### src/rtl/wbctrl_pkg.sv
// Shared types and constants for the Wishbone control/SRAM bridge.
// Optional SRAM timeout is enabled with WBCTRL_TIMEOUT_EN.
package wbctrl_pkg;

   typedef enum logic [1:0] {
      ST_IDLE,
      ST_DECODE,
      ST_MEM_WAIT,
      ST_RESP
   } state_t;

   localparam logic [1:0] MEM_OP_IDLE  = 2'b00;
   localparam logic [1:0] MEM_OP_READ  = 2'b01;
   localparam logic [1:0] MEM_OP_WRITE = 2'b11;

   localparam int CSR_OPERATION = 0;
   localparam int CSR_STATUS    = 1;

endpackage

### src/rtl/wbctrl_csr_bank.sv
// CSR bank: byte-masked writes, status clear on finished, read mux,
// flattened bank output and registered status interrupt.
module wbctrl_csr_bank
   import wbctrl_pkg::*;
#(
   parameter int NUM_REGS = 4
) (
   input  logic                    clk,
   input  logic                    rst_n,
   input  logic                    i_we,
   input  logic [3:0]              i_idx,
   input  logic [3:0]              i_sel,
   input  logic [31:0]             i_wdata,
   input  logic                    i_finished,
   output logic [31:0]             o_rdata,
   output logic [32*NUM_REGS-1:0]  o_csr,
   output logic                    o_irq
);

   logic [31:0] r_csr [NUM_REGS];
   logic        r_irq;
   logic [31:0] w_rdata;

   always_ff @(posedge clk or negedge rst_n) begin
      if (!rst_n) begin
         for (int i = 0; i < NUM_REGS; i++)
            r_csr[i] <= '0;
         r_irq <= 1'b0;
      end else begin
         for (int i = 0; i < NUM_REGS; i++)
            for (int b = 0; b < 4; b++)
               if (i_we && i_idx == 4'(i) && i_sel[b])
                  r_csr[i][8*b +: 8] <= i_wdata[8*b +: 8];
         // core completion wins over a same-cycle bus write
         if (i_finished)
            r_csr[CSR_STATUS] <= '0;
         r_irq <= |r_csr[CSR_STATUS];
      end
   end

   always_comb begin
      w_rdata = '0;
      for (int i = 0; i < NUM_REGS; i++)
         if (i_idx == 4'(i))
            w_rdata = r_csr[i];
   end

   for (genvar g = 0; g < NUM_REGS; g++) begin : g_flat
      assign o_csr[32*g +: 32] = r_csr[g];
   end

   assign o_rdata = w_rdata;
   assign o_irq   = r_irq;

endmodule

### src/rtl/wbctrl_regfile.sv
// Wishbone B4 classic slave: CSR bank plus forwarded SRAM window.
// Define WBCTRL_TIMEOUT_EN to bound the SRAM wait with an error.
module wbctrl_regfile
   import wbctrl_pkg::*;
#(
   parameter logic [31:0] ADDR_OFFSET    = 32'h3200_0000,
   parameter int          NUM_REGS       = 4,
   parameter int          SRAM_AWIDTH    = 8,
   parameter int          TIMEOUT_CYCLES = 16
) (
   input  logic                    wb_clk_i,
   input  logic                    wb_rst_ni,
   input  logic                    wb_cyc_i,
   input  logic                    wb_stb_i,
   input  logic                    wb_we_i,
   input  logic [3:0]              wb_sel_i,
   input  logic [31:0]             wb_adr_i,
   input  logic [31:0]             wb_data_i,
   output logic                    wb_ack_o,
   output logic                    wb_err_o,
   output logic [31:0]             wb_data_o,
   input  logic                    finished_i,
   output logic [1:0]              mem_op_o,
   output logic [SRAM_AWIDTH-1:0]  mem_addr_o,
   output logic [31:0]             mem_wdata_o,
   output logic [3:0]              mem_be_o,
   input  logic                    mem_opdone_i,
   input  logic [31:0]             mem_rdata_i,
   output logic [32*NUM_REGS-1:0]  csr_o,
   output logic                    irq_o
);

   localparam logic [31:0] CSR_BYTES = 32'(4 * NUM_REGS);

   state_t                  r_state;
   logic [31:0]             r_adr;
   logic [31:0]             r_wdat;
   logic [3:0]              r_sel;
   logic                    r_we;
   logic                    r_ack;
   logic                    r_err;
   logic [31:0]             r_dat;
   logic [1:0]              r_op;
   logic [SRAM_AWIDTH-1:0]  r_maddr;
   logic [31:0]             r_mwdata;
   logic [3:0]              r_be;
   logic                    r_abort;

   logic [31:0]             w_off;
   logic [29:0]             w_word;
   logic                    w_mis;
   logic                    w_is_csr;
   logic                    w_oor;
   logic                    w_bad;
   logic                    w_csr_we;
   logic                    w_drop;
   logic [31:0]             w_csr_rd;

   // modular offset: addresses below the base wrap to huge words
   assign w_off    = r_adr - ADDR_OFFSET;
   assign w_mis    = |w_off[1:0];
   assign w_is_csr = w_off < CSR_BYTES;
   assign w_word   = w_off[31:2] - 30'(NUM_REGS);
   assign w_oor    = ({2'b00, w_word} >> SRAM_AWIDTH) != 32'd0;
   assign w_bad    = w_mis || (!w_is_csr && w_oor);
   assign w_drop   = r_abort || !wb_cyc_i;
   assign w_csr_we = (r_state == ST_DECODE) && wb_cyc_i && r_we
                     && !w_bad && w_is_csr;

`ifdef WBCTRL_TIMEOUT_EN
   logic [7:0] r_tmo;
   logic       w_tmo;
   assign w_tmo = (r_tmo == 8'(TIMEOUT_CYCLES - 1));
`endif

   wbctrl_csr_bank #(
      .NUM_REGS   (NUM_REGS)
   ) u_csr (
      .clk        (wb_clk_i),
      .rst_n      (wb_rst_ni),
      .i_we       (w_csr_we),
      .i_idx      (w_off[5:2]),
      .i_sel      (r_sel),
      .i_wdata    (r_wdat),
      .i_finished (finished_i),
      .o_rdata    (w_csr_rd),
      .o_csr      (csr_o),
      .o_irq      (irq_o)
   );

   always_ff @(posedge wb_clk_i or negedge wb_rst_ni) begin
      if (!wb_rst_ni) begin
         r_state  <= ST_IDLE;
         r_adr    <= '0;
         r_wdat   <= '0;
         r_sel    <= '0;
         r_we     <= 1'b0;
         r_ack    <= 1'b0;
         r_err    <= 1'b0;
         r_dat    <= '0;
         r_op     <= MEM_OP_IDLE;
         r_maddr  <= '0;
         r_mwdata <= '0;
         r_be     <= '0;
         r_abort  <= 1'b0;
`ifdef WBCTRL_TIMEOUT_EN
         r_tmo    <= '0;
`endif
      end else begin
         unique case (r_state)
            ST_IDLE: begin
               if (wb_cyc_i && wb_stb_i) begin
                  r_adr   <= wb_adr_i;
                  r_wdat  <= wb_data_i;
                  r_sel   <= wb_sel_i;
                  r_we    <= wb_we_i;
                  r_state <= ST_DECODE;
               end
            end
            ST_DECODE: begin
               r_abort <= 1'b0;
               if (!wb_cyc_i) begin
                  r_state <= ST_IDLE;
               end else if (w_bad) begin
                  r_err   <= 1'b1;
                  r_dat   <= '0;
                  r_state <= ST_RESP;
               end else if (w_is_csr) begin
                  r_ack   <= 1'b1;
                  r_dat   <= r_we ? 32'd0 : w_csr_rd;
                  r_state <= ST_RESP;
               end else begin
                  r_op     <= r_we ? MEM_OP_WRITE : MEM_OP_READ;
                  r_maddr  <= w_word[SRAM_AWIDTH-1:0];
                  r_mwdata <= r_wdat;
                  r_be     <= r_sel;
`ifdef WBCTRL_TIMEOUT_EN
                  r_tmo    <= '0;
`endif
                  r_state  <= ST_MEM_WAIT;
               end
            end
            ST_MEM_WAIT: begin
               // an aborted cycle still lets the SRAM op finish
               if (!wb_cyc_i)
                  r_abort <= 1'b1;
               if (mem_opdone_i) begin
                  r_op  <= MEM_OP_IDLE;
                  r_dat <= r_we ? 32'd0 : mem_rdata_i;
                  if (w_drop) begin
                     r_state <= ST_IDLE;
                  end else begin
                     r_ack   <= 1'b1;
                     r_state <= ST_RESP;
                  end
               end
`ifdef WBCTRL_TIMEOUT_EN
               else if (w_tmo) begin
                  r_op  <= MEM_OP_IDLE;
                  r_dat <= '0;
                  if (w_drop) begin
                     r_state <= ST_IDLE;
                  end else begin
                     r_err   <= 1'b1;
                     r_state <= ST_RESP;
                  end
               end else begin
                  r_tmo <= r_tmo + 8'd1;
               end
`endif
            end
            ST_RESP: begin
               r_ack   <= 1'b0;
               r_err   <= 1'b0;
               r_state <= ST_IDLE;
            end
         endcase
      end
   end

   assign wb_ack_o    = r_ack;
   assign wb_err_o    = r_err;
   assign wb_data_o   = r_dat;
   assign mem_op_o    = r_op;
   assign mem_addr_o  = r_maddr;
   assign mem_wdata_o = r_mwdata;
   assign mem_be_o    = r_be;

endmodule

### config.mk
export PLATFORM = sky130hd
export DESIGN_NAME = wbctrl_regfile
export DESIGN_NICKNAME = d
export VERILOG_FILES = /design/src/rtl/wbctrl_pkg.sv /design/src/rtl/wbctrl_csr_bank.sv /design/src/rtl/wbctrl_regfile.sv
export SDC_FILE = /design/constraint.sdc
export NUM_CORES = 1
export LEC_CHECK = 0
export ABC_CLOCK_PERIOD_IN_PS = 3400
export CORE_ASPECT_RATIO = 1.1
export CORE_UTILIZATION = 40
export CTS_CLUSTER_DIAMETER = 200
export DETAILED_ROUTE_END_ITERATION = 8
export PLACE_DENSITY = 0.69
export RECOVER_POWER = 100
export SYNTH_ARGS = -nofsm -noshare
export SYNTH_HDL_FRONTEND = slang
export SYNTH_SLANG_ARGS = --single-unit
### constraint.sdc
create_clock -name wb_clk_i -period 3.4 [get_ports wb_clk_i]
set_clock_uncertainty 0.2 [all_clocks]
set_input_delay 0.68 -clock wb_clk_i [delete_from_list [all_inputs] [get_ports wb_clk_i]]
set_output_delay 0.68 -clock wb_clk_i [all_outputs]
set_load 0.05 [all_outputs]
Word level (Yosys, flattened, before mapping). Cells that the tools add are included.

Register bits after elaboration: 281. Word-level logic and storage cells: 142. Output and inout bits: 209.

Muxes and demuxes: 40. $add $sub $neg: 2. Bitwise operators: 2. Magnitude comparators: 1. Eq/ne operators: 16. Reductions and logical operators: 51.

Operators by type and width (count): $mux 32 (11); $pmux 32 s2 (1); $lt 32x5->1 const B (1); $mux 8 (4); $reduce_bool 32->1 (1); $reduce_or 32->1 (1); $sub 32x30->32 const B (1); $sub 30x3->30 const B (1); $logic_and 1x1->1 (26); $mux 2 (9); $ne 2x2->1 const B (9); $reduce_bool 2->1 (6); $mux 1 (10); $eq 4x2->1 const B (2); $pmux 2 s4 (1); $reduce_and 4->1 (2); $reduce_and 2->1 (3); $reduce_and 6->1 (1); $reduce_and 5->1 (1); $eq 2x2->1 const B (2); $eq 4x1->1 const B (1); $logic_not 4->1 (1); $pmux 1 s2 (2); $pmux 2 s2 (1); 10 further kinds (14).

Longest topological paths before layout. Gate-level depths: netlist of the first run.

Word-level depth: 12. Gate-level depth with buffers: 13. Mapped depth without buffers: 9.

Hierarchy. A second synthesis of the first run with hierarchy kept.

Cells, all modules: 1043. Area, all modules: 13093.8 um^2.

By module, submodules not included: wbctrl_regfile (area each 6840.3 um^2, cells each 554, instances 1); wbctrl_csr_bank (area each 6253.5 um^2, cells each 489, instances 1).

Least setup slack after synthesis of the first run. OpenSTA, ideal clock, no wires.

Path kind: register to register. Start: register r_adr[4]. End: register r_maddr[0] (netlist: mem_addr_o[0]). Path slack: -0.260 ns. Clock period less this slack: 3.660 ns. Library setup time: 0.128 ns. Arrival: 3.332 ns. Stages on the path, launching flop included: 13. Path through: dfrtp_1 inv_1 ha_1 clkbuf_1 or3b_2 clkbuf_1 nor4_1 nor4b_1 o221ai_1 nor4_4 nand4_4 buf_2 mux2_1.

Longest elaborated chain between the ends: 7. Elaborated cells between the ends (all ways): 10. Those cells by class: 2 x add/sub; 1 x order compare; 2 x bitwise; 5 x reduce/logical.

RTL lines: from (decl) (RTL line wbctrl_regfile.sv:36) `logic [31:0] r_adr;`; from (signal assigned) (RTL line wbctrl_regfile.sv:113) `r_adr <= wb_adr_i;`; $sub 32x30->32 (*) (RTL line wbctrl_regfile.sv:60) `assign w_off = r_adr - ADDR_OFFSET;`; $sub 30x3->30 / $lt 32x5->1 (equally long branches) (RTL line wbctrl_regfile.sv:63, wbctrl_regfile.sv:62); $reduce_bool 32->1 / $logic_not 1->1 (equally long branches) (RTL line wbctrl_regfile.sv:64, wbctrl_regfile.sv:65); $logic_and 1x1->1 (RTL line wbctrl_regfile.sv:65) `assign w_bad = w_mis || (!w_is_csr && w_oor);`; $logic_or 1x1->1 (RTL line wbctrl_regfile.sv:65); $not 1->1 (no line); $reduce_and 4->1 (no line) (*); to (signal assigned) (RTL line wbctrl_regfile.sv:134) `r_maddr <= w_word[SRAM_AWIDTH-1:0];`; to (decl) (RTL line wbctrl_regfile.sv:44) `logic [SRAM_AWIDTH-1:0] r_maddr;`.

Every way passes the cells marked *; elsewhere a longest branch is shown, timed or not. A chain may end at the register's enable or synchronous reset.

Worst setup path in the final report of the first run.
Start: register r_adr[19]. End: register r_maddr[0] (netlist: mem_addr_o[0]).

Same word-level chain as after synthesis.

==> impl_metrics.tcl, run 1 <==
set metrics [dict create \
    vias 10324 \
    powerDensity_mw_per_mm2 655 \
    gr-usage-met2_pct 39.3 \
    pre_cts_ws_ns 0.0408 \
    finish.utilization_pct 56.1 \
    die_width_um 175 \
    dp_hpwl_mm 30.0 \
    clk_pin_slew_ns 0.06 \
    setup_tns_ns 0 \
    setup_viol 0 \
    wirelength_mm 40.8 \
    ir_drop_uv 481 \
    grt_first_pass_wirelength_mm 62.4 \
    layout_commonest_cell "dfrtp_1" \
    grt_max_degree 77 \
    grtUsageMet1_pct 32.1 \
    fp.dieH_um 192 \
    cts_root_buf "clkbuf_16" \
    io_pins 316 \
    grt_overflow 0 \
    layout_common_cells "279 x dfrtp_1, 211 x dlygate4sd3_1, 200 x mux2_2" \
    criticalPathCategory "register to register" \
    synthArstFlopShare_pct 100 \
    synthesis.nets 1290 \
    grt_setup_unrepaired "yes" \
    core_area_mm2 0.0324 \
    clock-sinks 281 \
    yosysWarnings 0 \
    gp_congestion 0.889 \
    drc 0 \
    hold_ws_ns 0.295 \
    cts_setup_buffers 0 \
    cts_inserted_buffers 31 \
    period_share_pct 98.0 \
    synth_cells 1180 \
    leakagePower_nw 8.57 \
    grt_pass1_vias 10439 \
    crit_fanout 29 \
    drt_iter0_drc 667 \
    syn_area_mm2 0.0132 \
    cts_tree "built" \
    power.total_w 0.0119 \
    crit_path_end_kind "register" \
    top_usage_layer "met2" \
    period_minus_slack_ns 3.33 \
    drt_first_pass_iters 5 \
    tightestPinTransition_ns 2.04 \
    finalHoldViolations 0 \
    initial_core_util_pct 40.7 \
    grt_use_met3_pct 5.08 \
    dieArea_mm2 0.0337 \
    wire_per_inst_um 20.9 \
    min_path_type "register to register" \
    seq_area_frac_synth_pct 53.4 \
    grt_use_total_pct 24.1 \
    fmax_mhz 300 \
    worstPathArrival_ns 3.57 \
    crit_start "r_adr[19]$_DFFE_PN0P_" \
    vias_per_cell 5.28 \
    final_nets 1617 \
    ys_types 53 \
    synth_seq_cells 281 \
    r2r-start "r_adr[19]$_DFFE_PN0P_" \
    antenna_found_initial 4 \
    syn2layout_area_growth_pct 38.0 \
    failed_checks "max-capacitance violations, max-slew violations" \
    fin_ws_ns 0.0682 \
    synth_edf_count 0 \
    num_rows 69 \
    ant_nets 0 \
    slew_viol_final 77 \
    critPathLaunchType "register" \
    ys.flop_type "dfrtp_1" \
    holdCritStartpoint "mem_op_o[0]$_DFFE_PN0P_" \
    drive_gt1_share_pct 21.7 \
    max_cap_violations 1 \
    port_buffers 315 \
    fill_cells 2802 \
    cts_buffer_depth 3 \
    critPathRequiredTime_ns 3.64 \
    insertion_delay_ns 0.55 \
    status "finished, violations left" \
    post_synth.cell_area_avg_um2 11.2 \
    slew_headroom_pct -36.1 \
    htreeDepth 1 \
]
-- metal layers --
metal / share of wire, % / up-vias / wire (um)
met5: 0.11 / - / 44
met4: 3.0 / 6 / 1210
met3: 6.0 / 74 / 2430
met2: 47 / 291 / 19200
met1: 44 / 5119 / 17900
li1: - / 4834 / -
-- area by class of cell --
cell class | count | area (um^2) | share of cell area [%]
Antenna cell | 2 | 5.00 | 0.0275
Multi-Input combinational cell | 783 | 5830 | 32.1
Clock inverter | 8 | 98.8 | 0.544
Sequential cell | 281 | 7040 | 38.7
Tap cell | 426 | 533 | 2.93
Clock buffer | 46 | 912 | 5.02
Inverter | 42 | 158 | 0.867
Timing Repair Buffer | 368 | 3600 | 19.8
-- cell usage after synthesis (2+ instances only) --
library cell  number  area [um^2]
o21bai_1           2         15.0
mux2i_1           67          671
nor2_1            11         41.3
or4_1              5         37.5
o31ai_1            2         15.0
o41ai_1            2         17.5
xor2_1             3         26.3
ha_1               3         37.5
and2_1             2         12.5
nor4b_1            2         17.5
or2_2              2         12.5
buf_1              2         7.51
and3_1             6         37.5
a21oi_1          133          666
o21ai_0           42          210
mux2_2           200         2250
clkbuf_1          64          240
nor3b_1            2         15.0
inv_1             42          158
nor2b_1           35          219
dfrtp_1          281         7030
nor3_1             7         35.0
nand3_1            7         35.0
mux2_1             3         33.8
buf_2              8         40.0
nand4_1            6         37.5
nand2_1          160          601
xnor2_1            6         52.6
a211o_1            2         17.5
or4b_2             2         20.0
a211oi_1          33          248
nor4_1            17          106
-- worst max-delay path: stages, from the launching register on --
cell     delay, ns
dfrtp_1       0.39
or4_4         0.58
or4_4         0.58
nor4_4        0.16
xnor2_1       0.14
nor4_4        0.41
nand4_4       0.19
buf_12        0.23
mux2_4        0.32
-- stage by stage --
stage	cell area, um^2	cells
floorplan	13300	1180
global placement	17200	1899
detailed placement	17200	1899
CTS	18300	1954
global route	18200	1954
finish	18200	1956
-- power breakdown --
group / total, W / switching, W / internal, W
Combinational: 0.00384 / 0.00231 / 0.00152
Sequential: 0.00475 / 0.000824 / 0.00392
Clock: 0.00333 / 0.00134 / 0.00199
-- worst paths after layout --
check | depth (start not counted) | endpoint | slack (ns)
min in group asynchronous | 2 | u_csr.o_csr[23]$_DFFE_PN0P_ | 1.03
setup reg to reg | 8 | mem_addr_o[0]$_DFFE_PN0P_ | 0.07
setup / recovery | 8 | mem_addr_o[0]$_DFFE_PN0P_ | 0.07
hold reg to reg | 2 | mem_op_o[0]$_DFFE_PN0P_ | 0.29
max in group asynchronous | 3 | u_csr.o_csr[74]$_DFFE_PN0P_ | 0.42
hold / removal | 2 | mem_op_o[0]$_DFFE_PN0P_ | 0.29
-- timing repair --
item,CTS,global route
endpoints found under the hold margin,71,0
hold buffers,1,0
setup endpoints to repair,0,173
gates resized for setup,0,14
-- flip-flops by register name, indices dropped and copies added (netlist names), 2 cells and up --
signal / cells
u_csr.o_csr: 128
mem_wdata_o: 32
r_adr: 32
r_wdat: 32
wb_data_o: 32
mem_addr_o: 8
mem_be_o: 4
r_sel: 4
mem_op_o: 2
r_state: 2
-- kinds of logic (layout without fill, tap and decap cells) --
logic type / count (synthesis) / after routing / synth area share [%]
AO/OA/AOI/OAI: 228 / 228 / 9.78
XOR/XNOR: 9 / 9 / 0.598
adder cells (fa/ha/maj): 3 / 3 / 0.285
buffers and inverters: 116 / 464 / 3.38
flip-flops: 281 / 281 / 53.4
multiplexers: 270 / 270 / 22.4
other: 0 / 2 / 0
AND/OR/NAND/NOR: 273 / 273 / 10.1
Power figures use the tool's default switching activity.
==> run 2, diff against run 1 <==
--- a/config.mk
+++ b/config.mk
@@ -5,7 +5,7 @@
 export SDC_FILE = /design/constraint.sdc
 export NUM_CORES = 1
 export LEC_CHECK = 0
-export ABC_CLOCK_PERIOD_IN_PS = 3400
+export ABC_CLOCK_PERIOD_IN_PS = 2700
 export CORE_ASPECT_RATIO = 1.1
 export CORE_UTILIZATION = 40
 export CTS_CLUSTER_DIAMETER = 200
==> constraint.sdc (replaced) <==
create_clock -name wb_clk_i -period 2.7 [get_ports wb_clk_i]
set_clock_uncertainty 0.2 [all_clocks]
set_input_delay 0.54 -clock wb_clk_i [delete_from_list [all_inputs] [get_ports wb_clk_i]]
set_output_delay 0.54 -clock wb_clk_i [all_outputs]
set_load 0.05 [all_outputs]
==> run 2 against run 1 <==
  * The run ends with negative setup slack left
  * Power is 34% higher
  * Sequential power is 27% higher
  * Largest power group unchanged
  * Clock power is 24% higher
  * Wire length is 6.3% higher
  * Combinational power is 49% higher
  * Critical path depth is 1 higher
  * Setup slack worse by 0.69 ns
  * Count of clock-buffer cells in the layout is 5 lower
==> impl_metrics.tcl, run 2 (synthesized netlist as in run 1, its figures left out) <==
set metrics [dict create \
    placed_cell_area_mm2 0.0178 \
    status "finished, violations left" \
    finalNonFillerCells 2040 \
    powerDensity_mw_per_mm2 818 \
    tightestPinTransition_ns 1.41 \
    ir_drop_uv 432 \
    dp_hpwl_mm 31.1 \
    grt_setup_unrepaired "yes" \
    slew_viol_final 0 \
    finalHoldViolations 0 \
    ant_nets 0 \
    htreeDepth 1 \
    cts_root_buf "clkbuf_16" \
    grt_pass1_vias 11148 \
    drc 0 \
    drt_iter0_drc 649 \
    dp_cells 1960 \
    clock-sinks 281 \
    min_path_type "register to register" \
    final_nets 1698 \
    crit_fanout 15 \
    critPathRequiredTime_ns 2.95 \
    cts_buffer_depth 3 \
    crit_path_end_kind "register" \
    wirelength_mm 43.4 \
    leakagePower_nw 9.04 \
    max_cap_violations 0 \
    grt_overflow 0 \
    cts_tree "built" \
    worstPathArrival_ns 3.56 \
    grt_use_total_pct 25.2 \
    largest_reg_flops 128 \
    core_area_mm2 0.0324 \
    final_area_mm2 0.0194 \
    period_minus_slack_ns 3.32 \
    pre_cts_ws_ns -0.586 \
    criticalPathCategory "register to register" \
    die_width_um 175 \
    slew_headroom_pct 6.32 \
    initial_core_util_pct 40.7 \
    fp.dieH_um 192 \
    grt_max_degree 54 \
    clk_pin_slew_ns 0.06 \
    port_buffers 315 \
    vias 10876 \
    failed_checks "negative setup slack" \
    antenna_found_initial 2 \
    layout_common_cells "280 x dfrtp_1, 196 x mux2_2, 196 x dlygate4sd3_1" \
    wire_per_inst_um 21.3 \
    num_rows 69 \
    cts_inserted_buffers 31 \
    grt_first_pass_wirelength_mm 65.3 \
    syn2layout_area_growth_pct 47.6 \
    io_pins 316 \
    insertion_delay_ns 0.57 \
    layout_commonest_cell "dfrtp_1" \
    fin_ws_ns -0.618 \
    period_share_pct 123 \
    gp_congestion 0.903 \
    setup_viol 208 \
    drive_gt1_share_pct 30.6 \
    critPathLaunchType "register" \
    drt_first_pass_iters 4 \
    dieArea_mm2 0.0337 \
    vias_per_cell 5.33 \
    fmax_mhz 301 \
]
## run 2: layout make-up
cell class / instances / area, um^2
fill: 2629 / 12900
sequential: 281 / 7040
multi-input combinational: 783 / 6280
timing repair buffer: 449 / 4420
clock buffer: 41 / 873
tap: 426 / 533
inverter: 42 / 158
clock inverter: 16 / 126
antenna: 2 / 5.00
## run 2: worst paths after layout
path / start / end / slack, ns / cells after the start
max: r_adr[19]$_DFFE_PN0P_ / mem_wdata_o[2]$_DFFE_PN0P_ / -0.62 / 9
min: mem_wdata_o[31]$_DFFE_PN0P_ / mem_wdata_o[31]$_DFFE_PN0P_ / 0.30 / 1
max reg2reg: r_adr[19]$_DFFE_PN0P_ / mem_wdata_o[2]$_DFFE_PN0P_ / -0.62 / 9
min reg2reg: mem_wdata_o[31]$_DFFE_PN0P_ / mem_wdata_o[31]$_DFFE_PN0P_ / 0.30 / 1
max in group asynchronous: wb_rst_ni / u_csr.o_csr[100]$_DFFE_PN0P_ / 0.22 / 3
min in group asynchronous: wb_rst_ni / r_wdat[26]$_DFFE_PN0P_ / 0.64 / 2
## run 2: where the power goes
group / switching (W) / internal, W
Combinational: 0.00325 / 0.00248
Clock: 0.00177 / 0.00237
Sequential: 0.00110 / 0.00493
## run 2: what timing repair did
action / 4_1_cts / 5_1_grt
pin swaps: 6 / 36
hold endpoints to repair: 45 / 0
setup buffers: 10 / 7
resized for setup: 57 / 79
gates cloned: 4 / 3
hold buffers: 1 / 0
setup endpoints to repair: 208 / 209
## run 2: per-layer routing
layer	share of wire (%)	track usage, %
met1	43	32.9
met2	48	41.4
met3	6.2	5.18
met4	3.6	8.93
met5	0	0
## run 2: metrics by stage
stage               hold slack (ns)  utilization (%)  TNS (ns)  power (W)
floorplan                    0.0444                -    -93.79    0.00897
global placement              0.290             54.8   -102.97     0.0114
detailed placement            0.291             54.8   -103.08     0.0115
CTS                           0.300             59.3   -101.82     0.0159
global route                  0.315             60.0   -133.76     0.0167
finish                        0.298             60.0    -99.51     0.0159
## run 2: worst max-delay path: stages (launching register included)
cell and delay, ns:
dfrtp_1 0.39, or4_4 0.56, or4_4 0.59, nor4_4 0.17, xnor2_1 0.15, nor4_4 0.36
nand4_4 0.14, buf_12 0.18, buf_12 0.16, mux2_4 0.30
==> patch, RTL diff (config.mk and constraints of run 2) <==
Add a define of `WBCTRL_TIMEOUT_EN`.
--- a/src/rtl/wbctrl_regfile.sv
+++ b/src/rtl/wbctrl_regfile.sv
@@ -1,4 +1,6 @@
 // Wishbone B4 classic slave: CSR bank plus forwarded SRAM window.
 // Define WBCTRL_TIMEOUT_EN to bound the SRAM wait with an error.
+`define WBCTRL_TIMEOUT_EN
+
 module wbctrl_regfile
    import wbctrl_pkg::*;
Check against the original RTL: no difference found for any inputs over 4 cycles, from zero or initial values and one cycle with wb_rst_ni low; that may be too few to reach the edited logic, so the function may still have changed.
==> patch against run 2 <==
- design area is 2.2% higher
- setup slack improved by 200 ps
- die area decreased by 0.34%
- critical path type unchanged
- first-iteration DRC count fell by 30%
- synthesized area shrank 0.34%
- largest cell class unchanged
- total power down 2.8%
- count of clock-buffer cells in the layout is 2 higher
- sequential cell count increased by 8
- worst hold slack got worse by 19 ps
- routed wire length fell by 1.6%
- non-clock buffer count is 3 higher
- the flow still finishes with violations (setup timing)
- via count fell by 4.5%
==> patch: results (changes against run 2) <==
Run status
  • Status: finished with violations
  • Failing checks: setup timing

Yosys
  • Post-Synth Adder-Cell Area: 0.00381 (+0.000963)
  • Complex-gate fraction of the synthesized area: 0.0547 (-0.0430)
  • Synth top area cells: dfrtp_1 (55%), mux2_2 (18%), mux4_2 (5.5%)
  • Area share of the largest cell type after synthesis: 0.551 (+0.0171)
  • Syn nets: 1,158 (-10%)
  • Multiplexer share of the synthesized area: 0.253 (+0.0282)
  • Library cells used by synthesis: 56 (+5.7%)
  • Sequential area share after synthesis: 0.551 (+0.0171)
  • Most instantiated cells after synthesis: dfrtp_1 (289), mux2_2 (209), nand2_1 (147), o21ai_0 (53), a21oi_1 (43)
  • Ys async rst share: 1.00 (unchanged)
  • Xor and xnor fraction of the mapped netlist area: 0.00801 (+0.00202)
  • Syn. warnings: 0 (unchanged)

Detailed routing
  • Routed metal-1 wire length: 17.3 mm (-6.5%)
  • Vias/cell: 5.40 (+1.2%)
  • Met2 WL: 21.2 mm (+2.8%)
  • Routed WL: 42.7 mm (-1.6%)
  • Met3 WL: 2.66 mm (-0.97%)
  • Initial DRC count: 457 (-30%)

Hold path
  • Hold Crit Depth: 2 (+1)
  • Min-delay src: mem_addr_o[0]$_DFFE_PN0P_
  • Hold endpoint: mem_addr_o[0]$_DFFE_PN0P_

Layout
  • Nets: 1,586 (-6.6%)
  • Layout cell share with drive strength beyond 1: 0.387 (+0.0803)
  • Register area: 7230 µm² (+2.8%)
  • Fillers: 2,587 (-1.6%)

GRT
  • Global Route met3 Usage: 0.0582 (+0.00638)
  • Met1 GRT Util: 0.315 (-0.0138)
  • GRT met2 Usage: 0.422 (+0.00855)
  • Largest net degree at the start of global routing: 57 (+5.6%)
  • First-pass GRT wire length: 64.5 mm (-1.2%)
  • Number of global-route vias before repair: 10,825 (-2.9%)
  • Total GRT Usage: 0.252 (+0.000814)
  • Initial antenna violation count: 1 (-1)

Placement
  • Post-Place Worst Slack: -496 ps (+89.9 ps)
  • Hpwl dp: 29.5 mm (-5.1%)
  • Routability cong.: 0.853 (-5.5%)
  • DP Area: 17,600 µm² (-0.70%)

Setup path
  • CP Capture Point: wb_data_o[2]$_DFFE_PN0P_
  • Worst Setup SP: r_adr[6]$_DFFE_PN0P_
  • Critical Path AT: 3380 ps (-180 ps)
  • Worst Path Max Fanout: 11 (-4)
  • Worst R2R Path Depth: 13 (+4)

STA
  • Total negative slack: -64,260 ps (+35,240 ps)
  • Slew Limit Headroom: 0.0972 (+0.0339)
  • Achievable Freq: 0.320 GHz (+6.3%)
  • Fin worst setup slack: -422 ps (+196 ps)
  • Hold slack final: 279 ps (-18.7 ps)
  • Final Setup Violations: 214 (+2.9%)

Power
  • Int Pwr: 0.0100 W (+2.3%)
  • Peak supply drop: 0.554 mV (+28%)
  • Static leakage: 9.13 nW (+0.93%)

Clocking
  • H-tree Lvls: 1 (unchanged)
[patch: cell count changes after synthesis, sizes merged, moves of 32 or more]
cell,delta
a211oi,-32
mux2i,-63
nand3,+32
a21oi,-90
inv,-32
mux4,+32
[patch: cell families (layout without fill, tap and decap cells)]
kind of cell,Yosys count,count (layout)
and+or+nand+nor,286,286
other,0,3
adders and majority gates,4,4
muxes,263,263
buffers and inverters,67,517
xor gates and xnor gates,12,12
DFF,289,289
AOI/OAI and AO/OA,126,126
[patch: layout make-up]
class	instances	share of cell area
sequential	289	0.364
multi-input combinational	691	0.331
timing repair buffer	452	0.223
clock buffer	43	0.0439
tap	426	0.0268
clock inverter	12	0.00794
inverter	10	0.00189
antenna	3	0.000378
[patch: repair_timing]
item / CTS / global route
endpoints found under the setup margin: 217 / 217
hold buffers: 1 / 0
setup buffers: 26 / 9
hold endpoints to repair: 43 / 0
gates cloned: 5 / 2
gates resized for setup: 87 / 164
pin swaps: 12 / 56
[patch: critical path: stages, from the launching register on]
cell and delay, ps:
dfrtp_1 410, nor4_4 270, buf_4 170, buf_4 110, buf_4 90, nand4_1 70
o22ai_1 220, nand4_1 180, nor4_4 270, nand4b_4 170, a31oi_4 200, buf_4 160
buf_12 140, mux2_1 340
[patch: per-stage QoR]
stage                     std cells   util
after floorplan                1047      -
after global placement         1833  0.546
after detailed placement       1833  0.546
after CTS                      1920  0.601
after global routing           1924  0.615
final                          1926  0.615
[patch: power groups by stage]
stage / Sequential [W] / Clock, W / Combinational [W]
6_report: 0.00615 / 0.00432 / 0.00498
3_3_place_gp: 0.00599 / 0 / 0.00444
5_1_grt: 0.00628 / 0.00460 / 0.00534
4_1_cts: 0.00606 / 0.00440 / 0.00483
2_1_floorplan: 0.00596 / 0 / 0.00256
3_5_place_dp: 0.00602 / 0 / 0.00453
